**config.mk**
```make
export PLATFORM = sky130hd
export DESIGN_NAME = bp_be_sv39_walker
export DESIGN_NICKNAME = d
export VERILOG_FILES = /design/src/rtl/bp_be_sv39_walker_pkg.sv /design/src/rtl/bp_be_sv39_walker.sv
export SDC_FILE = /design/constraint.sdc
export NUM_CORES = 1
export LEC_CHECK = 0
export ABC_AREA = 1
export BUFFER_PORTS_ARGS = -buffer_cell sky130_fd_sc_hd__buf_4
export CAP_MARGIN = 0
export CORE_MARGIN = 1.5
export CORE_UTILIZATION = 41
export CTS_CLUSTER_DIAMETER = 50
export DETAILED_ROUTE_END_ITERATION = 12
export HOLD_SLACK_MARGIN = 0.08
export MAX_ROUTING_LAYER = met4
export PLACE_DENSITY = 0.7
export SETUP_SLACK_MARGIN = 0.4
export SYNTH_ARGS = -nofsm -noshare
export SYNTH_HDL_FRONTEND = slang
export SYNTH_SLANG_ARGS = --single-unit
```
**constraint.sdc**
```tcl
create_clock -name clk_i -period 5 [get_ports clk_i]
set_clock_uncertainty 0.05 [all_clocks]
set_input_delay 0.75 -clock clk_i [delete_from_list [all_inputs] [get_ports clk_i]]
set_output_delay 0.75 -clock clk_i [all_outputs]
set_load 0.05 [all_outputs]
```
**src/rtl/bp_be_sv39_walker_pkg.sv**
```systemverilog
// Shared Sv39 walker types: PTE layout, TLB leaf entry, walker states and the
// single combinational PTE decode / superpage-splinter function.
package bp_be_sv39_walker_pkg;

  localparam int page_offset_width_gp = 12;
  localparam int vpn_width_gp         = 9;
  localparam int sv39_levels_gp       = 3;
  localparam int sv39_ppn_width_gp    = 44;
  localparam int sv39_vaddr_width_gp  = 39;
  localparam int sv39_paddr_width_gp  = 40;
  localparam int sv39_vtag_width_gp   = sv39_vaddr_width_gp - page_offset_width_gp;
  localparam int sv39_ptag_width_gp   = sv39_paddr_width_gp - page_offset_width_gp;
  localparam int sv39_entry_width_gp  = sv39_ptag_width_gp + 6;

  typedef struct packed {
    logic [9:0]                   reserved;
    logic [sv39_ppn_width_gp-1:0] ppn;
    logic [1:0]                   rsw;
    logic                         d;
    logic                         a;
    logic                         g;
    logic                         u;
    logic                         x;
    logic                         w;
    logic                         r;
    logic                         v;
  } sv39_pte_t;

  // Leaf entry in the layout the TLB write ports and the trace monitor consume.
  typedef struct packed {
    logic [sv39_ptag_width_gp-1:0] ptag;
    logic                          a;
    logic                          d;
    logic                          u;
    logic                          x;
    logic                          w;
    logic                          r;
  } tlb_entry_t;

  typedef enum logic [2:0] {
    ST_IDLE  = 3'd0,
    ST_SEND  = 3'd1,
    ST_WAIT  = 3'd2,
    ST_DRAIN = 3'd3,
    ST_FILL  = 3'd4,
    ST_FAULT = 3'd5
  } walker_state_e;

  typedef struct packed {
    logic                          fault;
    logic                          leaf;
    logic [sv39_ptag_width_gp-1:0] next_ppn;
    tlb_entry_t                    entry;
  } pte_decode_t;

  function automatic pte_decode_t decode_pte(
    input logic [63:0]                   pte_raw,
    input logic [1:0]                    level,
    input logic [sv39_vtag_width_gp-1:0] vtag,
    input logic                          store
  );
    sv39_pte_t                     pte;
    pte_decode_t                   res;
    logic [sv39_ptag_width_gp-1:0] leaf_ptag;
    logic                          misaligned;
    logic                          ppn_overflow;
    pte          = sv39_pte_t'(pte_raw);
    ppn_overflow = |pte.ppn[sv39_ppn_width_gp-1:sv39_ptag_width_gp];
    // Superpages are splintered into a 4 KiB entry using the missing vtag's low VPN bits.
    case (level)
      2'd2: begin
        misaligned = |pte.ppn[2*vpn_width_gp-1:0];
        leaf_ptag  = {pte.ppn[sv39_ptag_width_gp-1:2*vpn_width_gp], vtag[2*vpn_width_gp-1:0]};
      end
      2'd1: begin
        misaligned = |pte.ppn[vpn_width_gp-1:0];
        leaf_ptag  = {pte.ppn[sv39_ptag_width_gp-1:vpn_width_gp], vtag[vpn_width_gp-1:0]};
      end
      default: begin
        misaligned = 1'b0;
        leaf_ptag  = pte.ppn[sv39_ptag_width_gp-1:0];
      end
    endcase
    res          = '0;
    res.next_ppn = pte.ppn[sv39_ptag_width_gp-1:0];
    res.entry    = '{ptag: leaf_ptag, a: pte.a, d: pte.d, u: pte.u, x: pte.x, w: pte.w, r: pte.r};
    if (!pte.v || (!pte.r && pte.w) || ppn_overflow) begin
      res.fault = 1'b1;
      res.leaf  = 1'b0;
    end else if (pte.r || pte.x) begin
      res.leaf  = 1'b1;
      res.fault = misaligned || !pte.a || (store && !pte.d);
    end else begin
      res.leaf  = 1'b0;
      res.fault = (level == 2'd0);
    end
    return res;
  endfunction

endpackage

```
**src/rtl/bp_be_sv39_walker.sv**
```systemverilog
// Sv39 hardware page-table walker: one ITLB/DTLB miss at a time, up to three
// PTE loads over a single-outstanding port, ending in a one-cycle fill or fault.
module bp_be_sv39_walker
  import bp_be_sv39_walker_pkg::*;
#(
  parameter int vaddr_width_p = 39,
  parameter int paddr_width_p = 40
) (
  input  logic                             clk_i,
  input  logic                             reset_i,
  input  logic [paddr_width_p-13:0]        base_ppn_i,
  input  logic                             flush_i,
  input  logic                             miss_v_i,
  input  logic                             miss_instr_i,
  input  logic                             miss_store_i,
  input  logic [vaddr_width_p-13:0]        miss_vtag_i,
  output logic                             ready_o,
  output logic                             mem_req_v_o,
  output logic [paddr_width_p-1:0]         mem_req_paddr_o,
  input  logic                             mem_req_ready_i,
  input  logic                             mem_resp_v_i,
  input  logic [63:0]                      mem_resp_data_i,
  output logic                             itlb_fill_v_o,
  output logic                             dtlb_fill_v_o,
  output logic [vaddr_width_p-13:0]        fill_vtag_o,
  output logic [paddr_width_p-12+6-1:0]    fill_entry_o,
  output logic                             page_fault_v_o,
  output logic                             fault_instr_o
);

  walker_state_e                 state_q, state_d;
  logic [1:0]                    level_q, level_d;
  logic [sv39_ptag_width_gp-1:0] ppn_q, ppn_d;
  logic [sv39_vtag_width_gp-1:0] vtag_q, vtag_d;
  logic                          instr_q, instr_d;
  logic                          store_q, store_d;
  tlb_entry_t                    entry_q, entry_d;

  logic                          ready_q;
  logic                          mem_req_v_q;
  logic [paddr_width_p-1:0]      mem_req_paddr_q, mem_req_paddr_d;
  logic                          itlb_fill_q, dtlb_fill_q;
  logic                          fault_v_q, fault_instr_q;

  pte_decode_t                   pte_dec_s;
  logic [vpn_width_gp-1:0]       vpn_s;

  assign pte_dec_s = decode_pte(mem_resp_data_i, level_q, vtag_q, store_q);

  // Next-state logic for the walk FSM and its working registers.
  always_comb begin
    state_d = state_q;
    level_d = level_q;
    ppn_d   = ppn_q;
    vtag_d  = vtag_q;
    instr_d = instr_q;
    store_d = store_q;
    entry_d = entry_q;
    case (state_q)
      ST_IDLE: begin
        if (miss_v_i && !flush_i) begin
          state_d = ST_SEND;
          level_d = 2'd2;
          ppn_d   = base_ppn_i;
          vtag_d  = miss_vtag_i;
          instr_d = miss_instr_i;
          store_d = miss_store_i;
        end else begin
          state_d = ST_IDLE;
        end
      end
      ST_SEND: begin
        if (flush_i) begin
          state_d = mem_req_ready_i ? ST_DRAIN : ST_IDLE;
        end else if (mem_req_ready_i) begin
          state_d = ST_WAIT;
        end else begin
          state_d = ST_SEND;
        end
      end
      ST_WAIT: begin
        // A flush coinciding with the response has nothing left to drain.
        if (flush_i) begin
          state_d = mem_resp_v_i ? ST_IDLE : ST_DRAIN;
        end else if (mem_resp_v_i) begin
          if (pte_dec_s.fault) begin
            state_d = ST_FAULT;
          end else if (pte_dec_s.leaf) begin
            state_d = ST_FILL;
            entry_d = pte_dec_s.entry;
          end else begin
            state_d = ST_SEND;
            level_d = level_q - 2'd1;
            ppn_d   = pte_dec_s.next_ppn;
          end
        end else begin
          state_d = ST_WAIT;
        end
      end
      ST_DRAIN: begin
        if (mem_resp_v_i) begin
          state_d = ST_IDLE;
        end else begin
          state_d = ST_DRAIN;
        end
      end
      ST_FILL:  state_d = ST_IDLE;
      ST_FAULT: state_d = ST_IDLE;
      default:  state_d = ST_IDLE;
    endcase
  end

  // PTE address for the level being fetched next.
  always_comb begin
    case (level_d)
      2'd2:    vpn_s = vtag_d[2*vpn_width_gp +: vpn_width_gp];
      2'd1:    vpn_s = vtag_d[vpn_width_gp +: vpn_width_gp];
      default: vpn_s = vtag_d[vpn_width_gp-1:0];
    endcase
    mem_req_paddr_d = paddr_width_p'({ppn_d, vpn_s, 3'b000});
  end

  // Walk state, working registers and registered outputs.
  always_ff @(posedge clk_i or posedge reset_i) begin
    if (reset_i) begin
      state_q         <= ST_IDLE;
      level_q         <= 2'd0;
      ppn_q           <= '0;
      vtag_q          <= '0;
      instr_q         <= 1'b0;
      store_q         <= 1'b0;
      entry_q         <= '0;
      ready_q         <= 1'b1;
      mem_req_v_q     <= 1'b0;
      mem_req_paddr_q <= '0;
      itlb_fill_q     <= 1'b0;
      dtlb_fill_q     <= 1'b0;
      fault_v_q       <= 1'b0;
      fault_instr_q   <= 1'b0;
    end else begin
      state_q         <= state_d;
      level_q         <= level_d;
      ppn_q           <= ppn_d;
      vtag_q          <= vtag_d;
      instr_q         <= instr_d;
      store_q         <= store_d;
      entry_q         <= entry_d;
      ready_q         <= (state_d == ST_IDLE);
      mem_req_v_q     <= (state_d == ST_SEND);
      mem_req_paddr_q <= mem_req_paddr_d;
      itlb_fill_q     <= (state_d == ST_FILL) && instr_d;
      dtlb_fill_q     <= (state_d == ST_FILL) && !instr_d;
      fault_v_q       <= (state_d == ST_FAULT);
      fault_instr_q   <= (state_d == ST_FAULT) && instr_d;
    end
  end

  assign ready_o         = ready_q;
  assign mem_req_v_o     = mem_req_v_q;
  assign mem_req_paddr_o = mem_req_paddr_q;
  // A flush landing on the strobe cycle must keep a stale translation out of the TLBs.
  assign itlb_fill_v_o   = itlb_fill_q && !flush_i;
  assign dtlb_fill_v_o   = dtlb_fill_q && !flush_i;
  assign page_fault_v_o  = fault_v_q && !flush_i;
  assign fault_instr_o   = fault_instr_q;
  assign fill_vtag_o     = vtag_q;
  assign fill_entry_o    = entry_q;

endmodule
```
==> flow_summary.ini <==
[status]
status = complete, no violations

[sta]
timing.final.crit_period_ns = 3.617
worstMarginPinSlew_ns = 1.086
min_period_over_period = 0.7234
relSlewSlack = 0.2752
fin_setup_tns_ns = 0
slew_violations = 0
hold_viol = 0
setup_viol = 0
hold_ws_ns = 0.4366
fmaxAchievable_ghz = 0.2765
rsz0062_at_grt = no

[logic_synthesis]
yosysTopAreaCell = dfrtp_1
syn_avg_cell_area_um2 = 7.737
netlist_instances = 745
synth_area_um2 = 5764
synth-edff-count = 0
synth.area.top_cells = dfrtp_1, nand2_1, inv_1
yosysUniqueCellTypes = 37
ys_seq_area_frac = 0.4821
yosysTopAreaCellShare = 0.4775
synth_seq_cells = 111
yosys_warnings = 0
synthArstFlopShare = 1.000
synth_ff_type = dfrtp_1

[finish]
fillerInstances = 1350
nNetsFinal = 1070
multi_input_area_um2 = 2390
syn2layout_area_growth_pct = 34.71
diodes = 0
final_area_um2 = 7765
seq_area_um2 = 2779
layout-drive-gt1-share = 0.2715

[power_and_ir_drop]
power.density_nw_per_um2 = 649.9
power.internal_mw = 2.432
switching_share = 0.5181
seqPwrFrac = 0.283
combPwrFrac = 0.577
ir_drop_mv = 0.3885
leakage_nw = 4.147
clkPwrFrac = 0.140
p_sw_mw = 2.614

[routing]
vias = 5790
drtIter0Drc = 379
wl_mm = 17.92
viasPerCell = 5.156
dr.pass1.iters = 5
drcViolationCount = 0
post_drt_wl_per_cell_um = 15.96
ant_nets = 0

[min_path]
hp-start = fill_entry_o[0]
worstHoldEndpoint = fill_entry_o[0]
holdPathStages = 2
hp-class = register to register

[setup_path]
reg2reg_to = mem_req_paddr_o[5]
crit_arrival_ns = 3.77
cpMaxStageDelayCell = ha_1
crit_chain = nor2_1, nand2_2, nor2_2, buf_4, inv_1, o21ai_0, o21bai_2, ha_1, a221oi_1, a31oi_1
critPathMaxStageDelay_ns = 0.48
crit_family = simple AND/OR/NAND/NOR gates
crit_type = register to register
cp-end-kind = register
crit_buf_inv = 2
rrSetupSlack_ns = 1.38
crit_path_start_kind = register
cp.required_ns = 5.15
crit-reg2reg-launch = state_q[0]
rr_worst_depth = 10
worstPathMaxFanout = 39

[floorplan]
std_cell_rows = 43
core-area_um2 = 13830
pin_count = 234
die_y_um = 121.6
die_area_um2 = 14780
start_util = 0.4169
die_width_um = 121.6

[grt]
grt_pass1_vias = 5401
grtUsageMet3 = 0.03979
grt_start_max_net_pins = 75
met2_usage = 0.4089
gr-total-overflow = 0
grt_busiest_layer = met2
antenna_found_initial = 0
groute.usage.overall = 0.2518
grt_pass1_wl_mm = 27.87
grtUsageMet1 = 0.3255

[cts]
clock_path_buffers = 2
cts_tree = done
cts_resized = 0
htree_levels = 3
cts_setup_buffers = 0
clk_latency_ns = 0.35
cts_root_buffer = clkbuf_16
clkSlewWorstSetupHoldPaths_ns = 0.07
numCtsBuffers = 9
cts_sinks = 111
hold_buffers = 0

[run]
maxCapViolCount = 0

[placement]
io_buffers = 217
hpwl_mm = 12.90
dpl_cell_area_um2 = 7483
place.gp.congestion = 0.8539
-- logic make-up (layout without fill, tap and decap cells) --
family | after synthesis | count (layout) | synth area share
simple gates | 318 | 318 | 0.2379
compound gates | 158 | 158 | 0.1615
buf+inv | 151 | 347 | 0.1055
fa+ha+maj | 5 | 5 | 0.01085
xor+xnor | 1 | 1 | 0.001520
flops | 111 | 111 | 0.4821
other cells | 1 | 3 | 0.0006506
-- worst max path at each step --
| stage | from | to | slack [ns] | cells after the start |
|---|---|---|---|---|
| 2_1_floorplan | reset_i | async pin | 1.27 | 1 |
| 3_3_place_gp | mem_resp_data_i[3] | mem_req_paddr_o[7] | 1.26 | 14 |
| 3_5_place_dp | mem_resp_data_i[3] | fill_entry_o[6] | 1.24 | 10 |
| 4_1_cts | state_q[0] | mem_req_paddr_o[6] | 1.32 | 10 |
| 5_1_grt | state_q[0] | mem_req_paddr_o[5] | 1.07 | 10 |
| 6_report | state_q[0] | mem_req_paddr_o[5] | 1.38 | 10 |
-- power by group through the flow --
stage	Combinational, mW	Clock [mW]	Sequential [mW]
floorplan	1.14	0	2.31
global placement	2.90	0	1.44
detailed placement	2.92	0	1.44
CTS	2.93	0.716	1.42
global route	3.16	0.757	1.46
finish	2.91	0.705	1.43
-- routing by layer --
layer | wire length [um] | share of wire
met2 | 8539 | 0.48
met1 | 7789 | 0.43
met4 | 323 | 0.018
met5 | 0 | 0
met3 | 1270 | 0.071
-- tightest hold or removal path: cells and delay by family, from the launching register on --
family | cells | cell delay [ns]
and+or+nand+nor | 2 | 0.10
DFF | 1 | 0.35
-- through the flow --
stage / instances / utilization / power (mW) / worst slack, ns
4_1_cts: 1123 / 0.5616 / 5.067 / 1.316
2_1_floorplan: 747 / - / 3.453 / 1.271
5_1_grt: 1123 / 0.5616 / 5.372 / 1.072
6_report: 1123 / 0.5616 / 5.046 / 1.383
3_5_place_dp: 1107 / 0.5412 / 4.357 / 1.240
3_3_place_gp: 1107 / 0.5412 / 4.334 / 1.258
-- synth_stat cells, types with 8 or more instances --
cell type and n:
nand3_1 46, buf_2 12, o21a_1 9, inv_1 103
clkbuf_1 17, a31oi_1 17, a211oi_1 8, o21ai_0 40
buf_1 9, nor2_1 48, nand4_1 29, a221oi_1 9
dfrtp_1 110, nand2_1 181, o22ai_1 9, o21ai_1 12
a21oi_1 48
-- layout make-up --
type,count,share of cell area
timing repair buffer,225,0.2175
multi-input combinational,485,0.3078
clock buffer,11,0.03126
inverter,106,0.05156
clock inverter,5,0.004995
sequential,111,0.3579
tap,180,0.02900
-- placed cells by master, fill, tap and decap left out, drive strengths merged --
cell,count
buf,225
nand2,183
dfrtp,110
inv,107
o21ai,52
nor2,51
a21oi,49
nand3,47
nand4,29
a31oi,17
clkbuf,11
o21a,9
o22ai,9
a221oi,9
a211oi,8
ha,5
or2,5
nor3,3
conb,3
clkinv,3
a21boi,2
o211a,1
o21bai,1
xnor2,1
a41oi,1
clkinvlp,1
dfstp,1
Note: power is estimated with default switching activity, not from simulation.
